<file path="src/rtl/riscv_base_div_issue_pkg.sv">
// Shared encodings for the divide issue block: RV32M opcode fields and FSM states.
// The decode helper is the single definition of which instruction words count as a divide.
package riscv_base_div_issue_pkg;

  localparam logic [6:0] OPC_OP        = 7'h33;
  localparam logic [6:0] FUNCT7_MULDIV = 7'h01;
  localparam logic [2:0] F3_DIV        = 3'b100;
  localparam logic [2:0] F3_DIVU       = 3'b101;
  localparam logic [2:0] F3_REM        = 3'b110;
  localparam logic [2:0] F3_REMU       = 3'b111;

  typedef enum logic [1:0] {
    ST_IDLE  = 2'd0,
    ST_ISSUE = 2'd1,
    ST_WAIT  = 2'd2,
    ST_DRAIN = 2'd3
  } div_state_e;

  function automatic logic is_divide(input logic [31:0] insn);
    return (insn[6:0] == OPC_OP) && (insn[31:25] == FUNCT7_MULDIV) &&
           (insn[14:12] inside {F3_DIV, F3_DIVU, F3_REM, F3_REMU});
  endfunction

endpackage

</file>
<file path="src/rtl/riscv_base_div_issue_timeout.sv">
// Loadable up-counter that flags a divider hang. expired_o is raised in the
// last enabled cycle before the count would reach TIMEOUT_CYCLES.
module riscv_base_div_issue_timeout #(
  parameter int TIMEOUT_CYCLES = 64,
  parameter int CNT_W          = 7
) (
  input  logic clk_i,
  input  logic rst_i,
  input  logic load_i,
  input  logic en_i,
  output logic expired_o
);

  logic [CNT_W-1:0] cnt_q;
  logic [CNT_W-1:0] cnt_d;

  always_comb begin
    cnt_d = cnt_q;
    if (load_i) begin
      cnt_d = '0;
    end else if (en_i) begin
      cnt_d = cnt_q + 1'b1;
    end
  end

  always_ff @(posedge clk_i or posedge rst_i) begin
    if (rst_i) begin
      cnt_q <= '0;
    end else begin
      cnt_q <= cnt_d;
    end
  end

  assign expired_o = en_i && (cnt_q == CNT_W'(TIMEOUT_CYCLES - 1));

endmodule

</file>
<file path="src/rtl/riscv_base_div_issue.sv">
// Issue side of the iterative divider: decodes, launches, stalls the pipeline,
// and forwards the divider result to the register file.
module riscv_base_div_issue
  import riscv_base_div_issue_pkg::*;
#(
  parameter int TIMEOUT_CYCLES = 64,
  parameter int CNT_W          = 7
) (
  input  logic        clk_i,
  input  logic        rst_i,
  input  logic        issue_valid_i,
  input  logic [31:0] issue_opcode_i,
  input  logic [31:0] issue_pc_i,
  input  logic [4:0]  issue_rd_idx_i,
  input  logic [4:0]  issue_ra_idx_i,
  input  logic [4:0]  issue_rb_idx_i,
  input  logic [31:0] issue_ra_operand_i,
  input  logic [31:0] issue_rb_operand_i,
  input  logic        flush_i,
  output logic        issue_accept_o,
  output logic        stall_o,
  output logic        illegal_o,
  output logic        timeout_o,
  output logic        div_opcode_valid_o,
  output logic        div_opcode_invalid_o,
  output logic [31:0] div_opcode_opcode_o,
  output logic [31:0] div_opcode_pc_o,
  output logic [4:0]  div_opcode_rd_idx_o,
  output logic [4:0]  div_opcode_ra_idx_o,
  output logic [4:0]  div_opcode_rb_idx_o,
  output logic [31:0] div_opcode_ra_operand_o,
  output logic [31:0] div_opcode_rb_operand_o,
  input  logic        div_writeback_valid_i,
  input  logic [31:0] div_writeback_value_i,
  output logic        rf_wr_en_o,
  output logic [4:0]  rf_wr_idx_o,
  output logic [31:0] rf_wr_data_o
);

  // Handshake: an instruction transfers in any cycle where issue_valid_i and
  // issue_accept_o are both high; the execute stage must hold it until then.
  div_state_e  state_q;
  logic        stall_q, illegal_q, timeout_q, valid_q, invalid_q;
  logic [31:0] opcode_q, pc_q, ra_op_q, rb_op_q;
  logic [4:0]  rd_q, ra_q, rb_q;
  logic        rf_wr_en_q;
  logic [4:0]  rf_wr_idx_q;
  logic [31:0] rf_wr_data_q;
  logic        expired;

  assign issue_accept_o = (state_q == ST_IDLE) && issue_valid_i && !flush_i;

  // The counter is cleared while leaving ISSUE so WAIT and a direct DRAIN both start from zero.
  riscv_base_div_issue_timeout #(
    .TIMEOUT_CYCLES(TIMEOUT_CYCLES),
    .CNT_W         (CNT_W)
  ) u_timeout (
    .clk_i    (clk_i),
    .rst_i    (rst_i),
    .load_i   (state_q == ST_ISSUE),
    .en_i     ((state_q == ST_WAIT) || (state_q == ST_DRAIN)),
    .expired_o(expired)
  );

  always_ff @(posedge clk_i or posedge rst_i) begin
    if (rst_i) begin
      state_q      <= ST_IDLE;
      stall_q      <= 1'b0;
      illegal_q    <= 1'b0;
      timeout_q    <= 1'b0;
      valid_q      <= 1'b0;
      invalid_q    <= 1'b0;
      opcode_q     <= '0;
      pc_q         <= '0;
      rd_q         <= '0;
      ra_q         <= '0;
      rb_q         <= '0;
      ra_op_q      <= '0;
      rb_op_q      <= '0;
      rf_wr_en_q   <= 1'b0;
      rf_wr_idx_q  <= '0;
      rf_wr_data_q <= '0;
    end else begin
      valid_q    <= 1'b0;
      invalid_q  <= 1'b0;
      illegal_q  <= 1'b0;
      timeout_q  <= 1'b0;
      rf_wr_en_q <= 1'b0;
      case (state_q)
        ST_IDLE: begin
          if (issue_accept_o) begin
            if (is_divide(issue_opcode_i)) begin
              opcode_q <= issue_opcode_i;
              pc_q     <= issue_pc_i;
              rd_q     <= issue_rd_idx_i;
              ra_q     <= issue_ra_idx_i;
              rb_q     <= issue_rb_idx_i;
              ra_op_q  <= issue_ra_operand_i;
              rb_op_q  <= issue_rb_operand_i;
              valid_q  <= 1'b1;
              stall_q  <= 1'b1;
              state_q  <= ST_ISSUE;
            end else begin
              invalid_q <= 1'b1;
              illegal_q <= 1'b1;
            end
          end
        end
        ST_ISSUE: state_q <= flush_i ? ST_DRAIN : ST_WAIT;
        ST_WAIT: begin
          if (div_writeback_valid_i) begin
            // A flush in the same cycle as the result wins: the result is dropped.
            if (!flush_i && (rd_q != 5'd0)) begin
              rf_wr_en_q   <= 1'b1;
              rf_wr_idx_q  <= rd_q;
              rf_wr_data_q <= div_writeback_value_i;
            end
            stall_q <= 1'b0;
            state_q <= ST_IDLE;
          end else if (expired) begin
            timeout_q <= 1'b1;
            stall_q   <= 1'b0;
            state_q   <= ST_IDLE;
          end else if (flush_i) begin
            state_q <= ST_DRAIN;
          end
        end
        ST_DRAIN: begin
          if (div_writeback_valid_i) begin
            stall_q <= 1'b0;
            state_q <= ST_IDLE;
          end else if (expired) begin
            timeout_q <= 1'b1;
            stall_q   <= 1'b0;
            state_q   <= ST_IDLE;
          end
        end
        default: state_q <= ST_IDLE;
      endcase
    end
  end

  assign stall_o                 = stall_q;
  assign illegal_o               = illegal_q;
  assign timeout_o               = timeout_q;
  assign div_opcode_valid_o      = valid_q;
  assign div_opcode_invalid_o    = invalid_q;
  assign div_opcode_opcode_o     = opcode_q;
  assign div_opcode_pc_o         = pc_q;
  assign div_opcode_rd_idx_o     = rd_q;
  assign div_opcode_ra_idx_o     = ra_q;
  assign div_opcode_rb_idx_o     = rb_q;
  assign div_opcode_ra_operand_o = ra_op_q;
  assign div_opcode_rb_operand_o = rb_op_q;
  assign rf_wr_en_o              = rf_wr_en_q;
  assign rf_wr_idx_o             = rf_wr_idx_q;
  assign rf_wr_data_o            = rf_wr_data_q;

endmodule

</file>
<file path="config.mk">
export PLATFORM = sky130hd
export DESIGN_NAME = riscv_base_div_issue
export DESIGN_NICKNAME = d
export VERILOG_FILES = /design/src/rtl/riscv_base_div_issue_pkg.sv /design/src/rtl/riscv_base_div_issue_timeout.sv /design/src/rtl/riscv_base_div_issue.sv
export SDC_FILE = /design/constraint.sdc
export NUM_CORES = 1
export LEC_CHECK = 0
export BUFFER_PORTS_ARGS = -buffer_cell sky130_fd_sc_hd__buf_2
export CAP_MARGIN = 40
export CORE_AREA = 2 2 141 143
export DETAILED_ROUTE_END_ITERATION = 7
export DIE_AREA = 0 0 143 145
export GPL_TIMING_DRIVEN = 0
export HOLD_SLACK_MARGIN = 0.12
export PLACE_DENSITY = 0.71
export SYNTH_ARGS = -nofsm -noshare
export SYNTH_HDL_FRONTEND = slang
export SYNTH_SLANG_ARGS = --single-unit
</file>
<file path="constraint.sdc">
create_clock -name clk_i -period 7.5 [get_ports clk_i]
set_input_delay 1.125 -clock clk_i [delete_from_list [all_inputs] [get_ports clk_i]]
set_output_delay 1.125 -clock clk_i [all_outputs]
set_load 0.05 [all_outputs]
</file>
==> results of run 1 <==
[cells in the mapped netlist]
master	count	area [um2]
nand4_1	3	18.77
and3_1	1	6.260
ha_1	1	12.51
nand3b_1	1	7.510
buf_6	9	101.4
buf_2	1	5.000
a211o_1	1	8.760
a21oi_1	2	10.01
nand2b_1	1	6.260
a21bo_2	1	10.01
mux2_2	107	1205
o21ai_0	8	40.04
dfrtp_1	194	4855
nand2_1	15	56.30
nor3_1	3	15.01
and2_1	1	6.260
nor2b_1	11	68.82
o211a_1	1	10.01
or4_1	1	7.510
a22o_1	3	26.28
inv_1	4	15.01
mux2_1	54	608.1
or2_2	6	37.54
buf_4	10	75.07
and4bb_2	4	50.05
nor2_4	2	22.52
clkbuf_1	2	7.510
o31ai_1	1	7.510
o21ai_2	1	8.760
nand3_1	3	15.01
nor2_1	1	3.750
o211ai_1	1	7.510
[area by class of cell]
class	count	area share, %
tap	265	3.274
timing repair buffer	367	18.36
multi-input combinational	234	22.47
inverter	4	0.2224
buffer	22	1.866
clock buffer	20	4.411
clock inverter	12	1.458
sequential	194	47.94
[where the power goes]
part	internal (mW)	switching [mW]	leakage, nW
combinational	0.0712	0.0898	3.08
clock	0.510	0.409	0.283
sequential	1.06	0.0141	2.71
[final timing paths]
kind / endpoint / cells past startpoint
max in group asynchronous: div_opcode_rb_operand_o[14] / 3
max: issue_accept_o / 4
max reg2reg: div_opcode_rb_operand_o[7] / 7
min in group asynchronous: div_opcode_ra_operand_o[23] / 2
min: div_opcode_opcode_o[14] / 1
min reg2reg: div_opcode_opcode_o[14] / 1
[kinds of logic (layout without fill, tap and decap cells)]
family | Yosys count | after routing | synth area share, %
AOI/OAI and AO/OA | 19 | 19 | 1.757
adders and majority gates | 1 | 1 | 0.1706
buffers and inverters | 26 | 425 | 2.781
DFF | 194 | 194 | 66.19
muxes | 161 | 161 | 24.72
and+or+nand+nor | 53 | 53 | 4.384
[registers in the layout (all words and copies together), names as in the netlist, 2 cells and up]
name,count
div_opcode_ra_idx_o,5
div_opcode_rb_idx_o,5
div_opcode_rd_idx_o,5
div_opcode_pc_o,32
rf_wr_data_o,32
u_timeout.cnt_q,7
rf_wr_idx_o,5
div_opcode_opcode_o,32
div_opcode_ra_operand_o,32
state_q,2
div_opcode_rb_operand_o,32
[stage by stage]
step / setup slack (ns) / instances
floorplan: 1.091 / 454
global placement: -1.155 / 1085
detailed placement: 4.504 / 1086
CTS: 4.521 / 1118
global route: 4.491 / 1118
finish: 4.530 / 1118
[worst max-delay path, stage by stage]
cell      delay, ns
buf_2          0.12
nand3b_1       0.23
inv_1          0.10
buf_2          0.27
[routing by layer]
| metal | up-vias | share of wire (%) |
|---|---|---|
| li1 | 2364 | - |
| met1 | 2451 | 40 |
| met2 | 234 | 49 |
| met3 | 30 | 8.9 |
| met4 | 0 | 2.3 |
| met5 | - | 0 |
==> results by group, run 1 <==
GRT
  • GR Util met3: between 6 and 7%
  • Largest net degree at the start of global routing: ~100
  • Number of global-route vias before repair: 5,351
  • Met2 Use GR: between 20% and 30%
  • Gr usage total: between 10% and 20%
  • Grt met1 use: around a fifth
  • Global route overflow: 0
  • GRT busiest layer: met2
  • Initial antenna violation count: 0
  • First-pass GRT wire length: approximately 28 mm

Status
  • Status: complete, no violations

Drt
  • Post-DRT Antenna Nets: 0
  • Vias per cell: ~4.5
  • DRC viols: 0
  • Initial DRT Pass Iterations: 4
  • First-iteration detailed-routing DRC count: about 180
  • Vias: 5,079
  • Routed wire length: roughly 18 mm
  • Post-DR wirelength/cell: roughly 16 um

Yosys
  • Mean Syn Cell Area: around 16 um2
  • Sequential share of the synthesized area: 66.19%
  • Warnings, synthesis: 0
  • Mapped Area: 0.007335 mm2
  • Cells after Synth: 454
  • Syn nets: approximately 640
  • FF+latch count, synth: roughly 190
  • Synth unique cells: 32

STA
  • Setup violators final: 0
  • Setup Skew: 0.01276 ns
  • Maximum clock rate: between 0.3 and 0.4 GHz
  • Final Cycle Share: between 30% and 40%
  • Setup tns final: 0 ns
  • Slew Viols, Final: 0
  • Final worst path period need: between 2 and 3 ns
  • Hold WS: 0.4658 ns
  • RSZ-0062 raised after global routing: false
  • Final Hold Vio Count: 0
  • Measured slew at the worst slew-check pin: between 0.6 and 0.7 ns
  • Slew margin rel.: roughly 56%

Run
  • Max cap viols: 0

Floorplan
  • Core ar.: between 0.015 and 0.02 mm2
  • Die area: around 0.021 mm2
  • Initial Utilization: approximately two fifths
  • Die Ht: 145 um
  • I/O pin cnt: between 300 and 400
  • Chip Width: about 140 um
  • Rows: 51

Placement
  • Placed Instance Area: between 0.009 and 0.01 mm2
  • IO Port Bufs: 366
  • RePlAce Congestion: 0.7577
  • Hpwl dp: 13.38 mm

Worst setup path
  • CP required: between 6 and 7 ns
  • R2R Path Start: state_q[1]
  • Critical path data arrival time: roughly 1.8 ns
  • Crit path max fanout: 4
  • CP startpoint: flush_i
  • R2R setup slack: between 5 and 6 ns
  • Critical Path End Type: output port
  • Critical path type: input pin to output port
  • Worst setup SP type: input pin

Cells and area
  • Most frequent cells in the layout: 367 x buf_2, 194 x dfrtp_1, 107 x mux2_2, 54 x mux2_1, 17 x clkbuf_16
  • Area growth syn-to-layout: 38.08%
  • Commonest non-fill, non-tap cell in the layout: buf_2
  • Design area: between 0.01 and 0.015 mm2
  • Seq. cell area: between 0.004 and 0.005 mm2
  • Share of post-route cells with drive strength above 1: between 60% and 70%
  • Layout Utilization: a little over half
  • Diode count: 0
  • Multi-input gate area: around 0.0023 mm2
  • Fillers: roughly 1,700
  • Layout Nets: a little over 1,000

Clock network
  • Root Buffer: clkbuf_16
  • Clock Tree Buf Depth: 2
  • Clock transition at the registers of the reported paths: ~0.070 ns
  • Post-CTS setup buffer count: 0
  • Inserted Clock Buffers: 17
  • CTS Sinks: 194
  • Post-cts resize count: 0
  • Worst-skew pair later-pin latency: ~0.43 ns
  • CTS tree: done
  • H-Tree Depth: 4
  • Hold Buf Count CTS: 0

Power and ir drop
  • Tot Pwr: about 2.2 mW
  • Worst IR drop on VDD: between 100 and 150 uV
  • Pwr/cell area: 212.9 mW/mm2
  • Leakage: a little over 6 nW

Worst hold path
  • Hold path start: div_opcode_opcode_o[14]
  • Hold/Removal Path Class: flop to flop
Note: power is estimated with default switching activity, not from simulation.
==> inputs of run 2 (changes only) <==
--- a/config.mk
+++ b/config.mk
@@ -5,14 +5,15 @@
 export SDC_FILE = /design/constraint.sdc
 export NUM_CORES = 1
 export LEC_CHECK = 0
+export ABC_AREA = 1
 export BUFFER_PORTS_ARGS = -buffer_cell sky130_fd_sc_hd__buf_2
 export CAP_MARGIN = 40
-export CORE_AREA = 2 2 141 143
+export CORE_AREA = 2 2 143 145
 export DETAILED_ROUTE_END_ITERATION = 7
-export DIE_AREA = 0 0 143 145
+export DIE_AREA = 0 0 145 147
 export GPL_TIMING_DRIVEN = 0
 export HOLD_SLACK_MARGIN = 0.12
-export PLACE_DENSITY = 0.71
+export PLACE_DENSITY = 0.7
 export SYNTH_ARGS = -nofsm -noshare
 export SYNTH_HDL_FRONTEND = slang
 export SYNTH_SLANG_ARGS = --single-unit
==> constraint.sdc (replaced) <==
create_clock -name clk_i -period 3 [get_ports clk_i]
set_input_delay 0.45 -clock clk_i [delete_from_list [all_inputs] [get_ports clk_i]]
set_output_delay 0.45 -clock clk_i [all_outputs]
set_load 0.05 [all_outputs]
==> run 2 against run 1 <==
- global-route usage increased by 2.5 points
- synthesized cell count increased by 83%
- sequential cell count unchanged
- critical path type is now flop to output port
- critical endpoint unchanged
- clock power increased to 2.6 times the previous value
- area after synthesis increased by 1.7%
- cell count increased by 34%
- register-to-register slack got worse by 4.1 ns
- total power increased to 3.4 times the previous value
- wire length increased by 19%
==> results by group, run 2 <==
Yosys
  • Sequential share of the synthesized area: between 60% and 70%
  • Post-synth EDFFs: 0
  • Asr flop ratio synth: 100.0%
  • Cells after Synth: slightly above 800
  • Post-synth top area share: approximately two thirds
  • Post-synth top cells: 508 x nand2_1, 194 x dfrtp_1, 22 x inv_1, 16 x buf_2, 14 x nor2_1
  • Largest family of logic cells by synthesized area: simple AND/OR/NAND/NOR gates
  • Count leader, synth: nand2_1
  • Post-synth top flop: dfrtp_1
  • Largest area contributor in the netlist: dfrtp_1
  • Top cells by area, synth: dfrtp_1 65%, nand2_1 26%, inv_1 1.1%, buf_2 1.1%, buf_6 1.1%
  • Warnings, synthesis: 0
  • Simple-gate share of the synthesized area: just under 30%
  • Multiplexer area fraction after synthesis: 0%
  • Post-Synth XOR/XNOR Area: 0%
  • Synth unique cells: 26
  • Mean Syn Cell Area: ~9.0 um2
  • Post-synthesis adder-cell area fraction: less than 1%
  • Post-synthesis compound-gate area fraction: 1.141%
  • FF+latch count, synth: 194
  • Mapped Area: roughly 0.0075 mm2
  • Syn nets: just over 1,000

Worst setup path
  • Worst setup path end: issue_accept_o
  • R2R setup slack: 1.33 ns
  • Critical Path, Cell by Cell: buf_6 -> inv_4 -> nand2_4 -> nor2_4 -> buf_2
  • Worst reg2reg path endpoint: rf_wr_data_o[25]
  • R2R cell count: 8
  • Critical Path End Type: output port
  • Critical path data arrival time: around 1.5 ns
  • Family with the most delay on the worst path: buffers and inverters
  • Slowest stage cell, crit path: dfrtp_1
  • Worst path max stage delay: about 0.37 ns
  • Worst setup SP type: flop
  • R2R Path Start: state_q[0]
  • Levels on crit path: 5
  • CP Buf/Inv Count: 3
  • CP required: about 2.6 ns
  • CP startpoint: state_q[1]
  • Critical path type: flop to output port
  • Crit path max fanout: 10

Clock network
  • H-Tree Depth: 4
  • CTS Sinks: a little under 200
  • Post-cts resize count: 0
  • Clock transition at the registers of the reported paths: 0.08 ns
  • Root Buffer: clkbuf_16
  • Worst-skew pair later-pin latency: approximately 0.43 ns
  • Hold Buf Count CTS: 0
  • Inserted Clock Buffers: 17
  • Clock Tree Buf Depth: 2
  • CTS tree: done
  • Post-CTS setup buffer count: 0

Run
  • Max cap viols: 0

Placement
  • RePlAce Congestion: between 0.8 and 0.9
  • Hpwl dp: around 16 mm
  • IO Port Bufs: about 370
  • Worst slack at placement: about 1.2 ns

Drt
  • Post-DR wirelength/cell: 13.86 um
  • Post-DRT Antenna Nets: 0
  • DRC viols: 0
  • Vias per cell: between 4 and 5
  • Initial DRT Pass Iterations: 5
  • Routed wire length: around 21 mm
  • First-iteration detailed-routing DRC count: about 260
  • Vias: around 6,600

Floorplan
  • Initial Utilization: between 30% and 40%
  • I/O pin cnt: around 370
  • Die Ht: 147 um
  • Die area: roughly 0.021 mm2
  • Chip Width: 145 um
  • Rows: 52
  • Core ar.: ~0.020 mm2

Cells and area
  • Most frequent cells in the layout: 508 x nand2_1, 382 x buf_2, 194 x dfrtp_1, 21 x inv_1, 17 x clkbuf_16
  • Area growth syn-to-layout: 38.80%
  • Fillers: 1,898
  • Layout Nets: ~1,400
  • Commonest non-fill, non-tap cell in the layout: nand2_1
  • Diode count: 0
  • Share of post-route cells with drive strength above 1: 36.82%

GRT
  • GRT busiest layer: met2
  • Global route overflow: 0
  • Number of global-route vias before repair: between 6,000 and 7,000
  • First-pass GRT wire length: between 30 and 40 mm
  • Initial antenna violation count: 1
  • Met2 Use GR: 33.74%
  • Grt met1 use: between 20% and 30%
  • Gr usage total: between 10% and 20%
  • Largest net degree at the start of global routing: 40
  • GR Util met3: 6.770%

Status
  • Status: complete, no violations

STA
  • Setup violators final: 0
  • Maximum clock rate: about 0.53 GHz
  • Measured slew at the worst slew-check pin: 0.7690 ns
  • Setup ws final: around 1.1 ns
  • Final worst path period need: 1.904 ns
  • RSZ-0062 raised after global routing: false
  • Hold WS: 0.1550 ns
  • Final Cycle Share: around 63%
  • Final Hold Vio Count: 0
  • Slew Viols, Final: 0
  • Setup Skew: roughly 0.013 ns
  • Slew margin rel.: between 40% and 50%

Power and ir drop
  • Pwr/cell area: about 700 mW/mm2
  • Leakage: between 6 and 7 nW
  • Worst IR drop on VDD: 355.5 uV

Worst hold path
  • Hold/Removal Path Class: input pin to asynchronous set/reset pin
run 2: cell type report:
cell class / count / area (um2) / share of cell area (%)
multi-input cells: 572 / 2271 / 21.93
inverters: 25 / 100.1 / 0.9668
repair buffers: 371 / 1932 / 18.66
well taps: 270 / 337.8 / 3.263
clock inverters: 14 / 191.4 / 1.849
flip-flops and latches: 194 / 4855 / 46.89
clock buffers: 18 / 429.2 / 4.145
plain buffers: 39 / 237.7 / 2.296
run 2: logic make-up after synthesis:
| logic type | Yosys count |
|---|---|
| flip-flops | 194 |
| AO/OA/AOI/OAI | 15 |
| AND/OR/NAND/NOR | 556 |
| adder cells (fa/ha/maj) | 1 |
| buffers and inverters | 64 |
run 2: metal layers:
layer,wire (um),up-vias
li1,-,3290
met1,8627,3050
met2,10230,265
met3,1715,19
met4,244,2
met5,13,-
run 2: where the power goes:
part	switching [mW]	internal [mW]
clock	1.09	1.28
combinational	1.39	0.462
sequential	0.146	2.89
run 2: how the worst min path moves through the flow:
stage	startpoint	to	slack (ns)	cells past startpoint
after detailed placement	div_opcode_opcode_o[26]	div_opcode_opcode_o[26]	0.45	2
final	rst_i	div_opcode_rb_operand_o[16]	0.16	2
after floorplan	u_timeout.cnt_q[2]	u_timeout.cnt_q[2]	0.46	1
after global placement	div_opcode_opcode_o[29]	div_opcode_opcode_o[29]	0.44	2
after CTS	rst_i	div_opcode_rb_operand_o[21]	0.15	2
after global routing	rst_i	div_opcode_rb_operand_o[10]	0.18	2
run 2: through the flow:
stage	utilization [%]	power [mW]	instance area (um2)	setup TNS, ns	std cells
2_1_floorplan	-	4.427	7463	0	830
3_3_place_gp	48.54	4.912	9633	-219.80	1466
3_5_place_dp	49.05	4.955	9733	0	1471
4_1_cts	52.18	7.333	10350	0	1503
5_1_grt	52.18	7.598	10350	0	1503
6_report	52.18	7.260	10350	0	1503
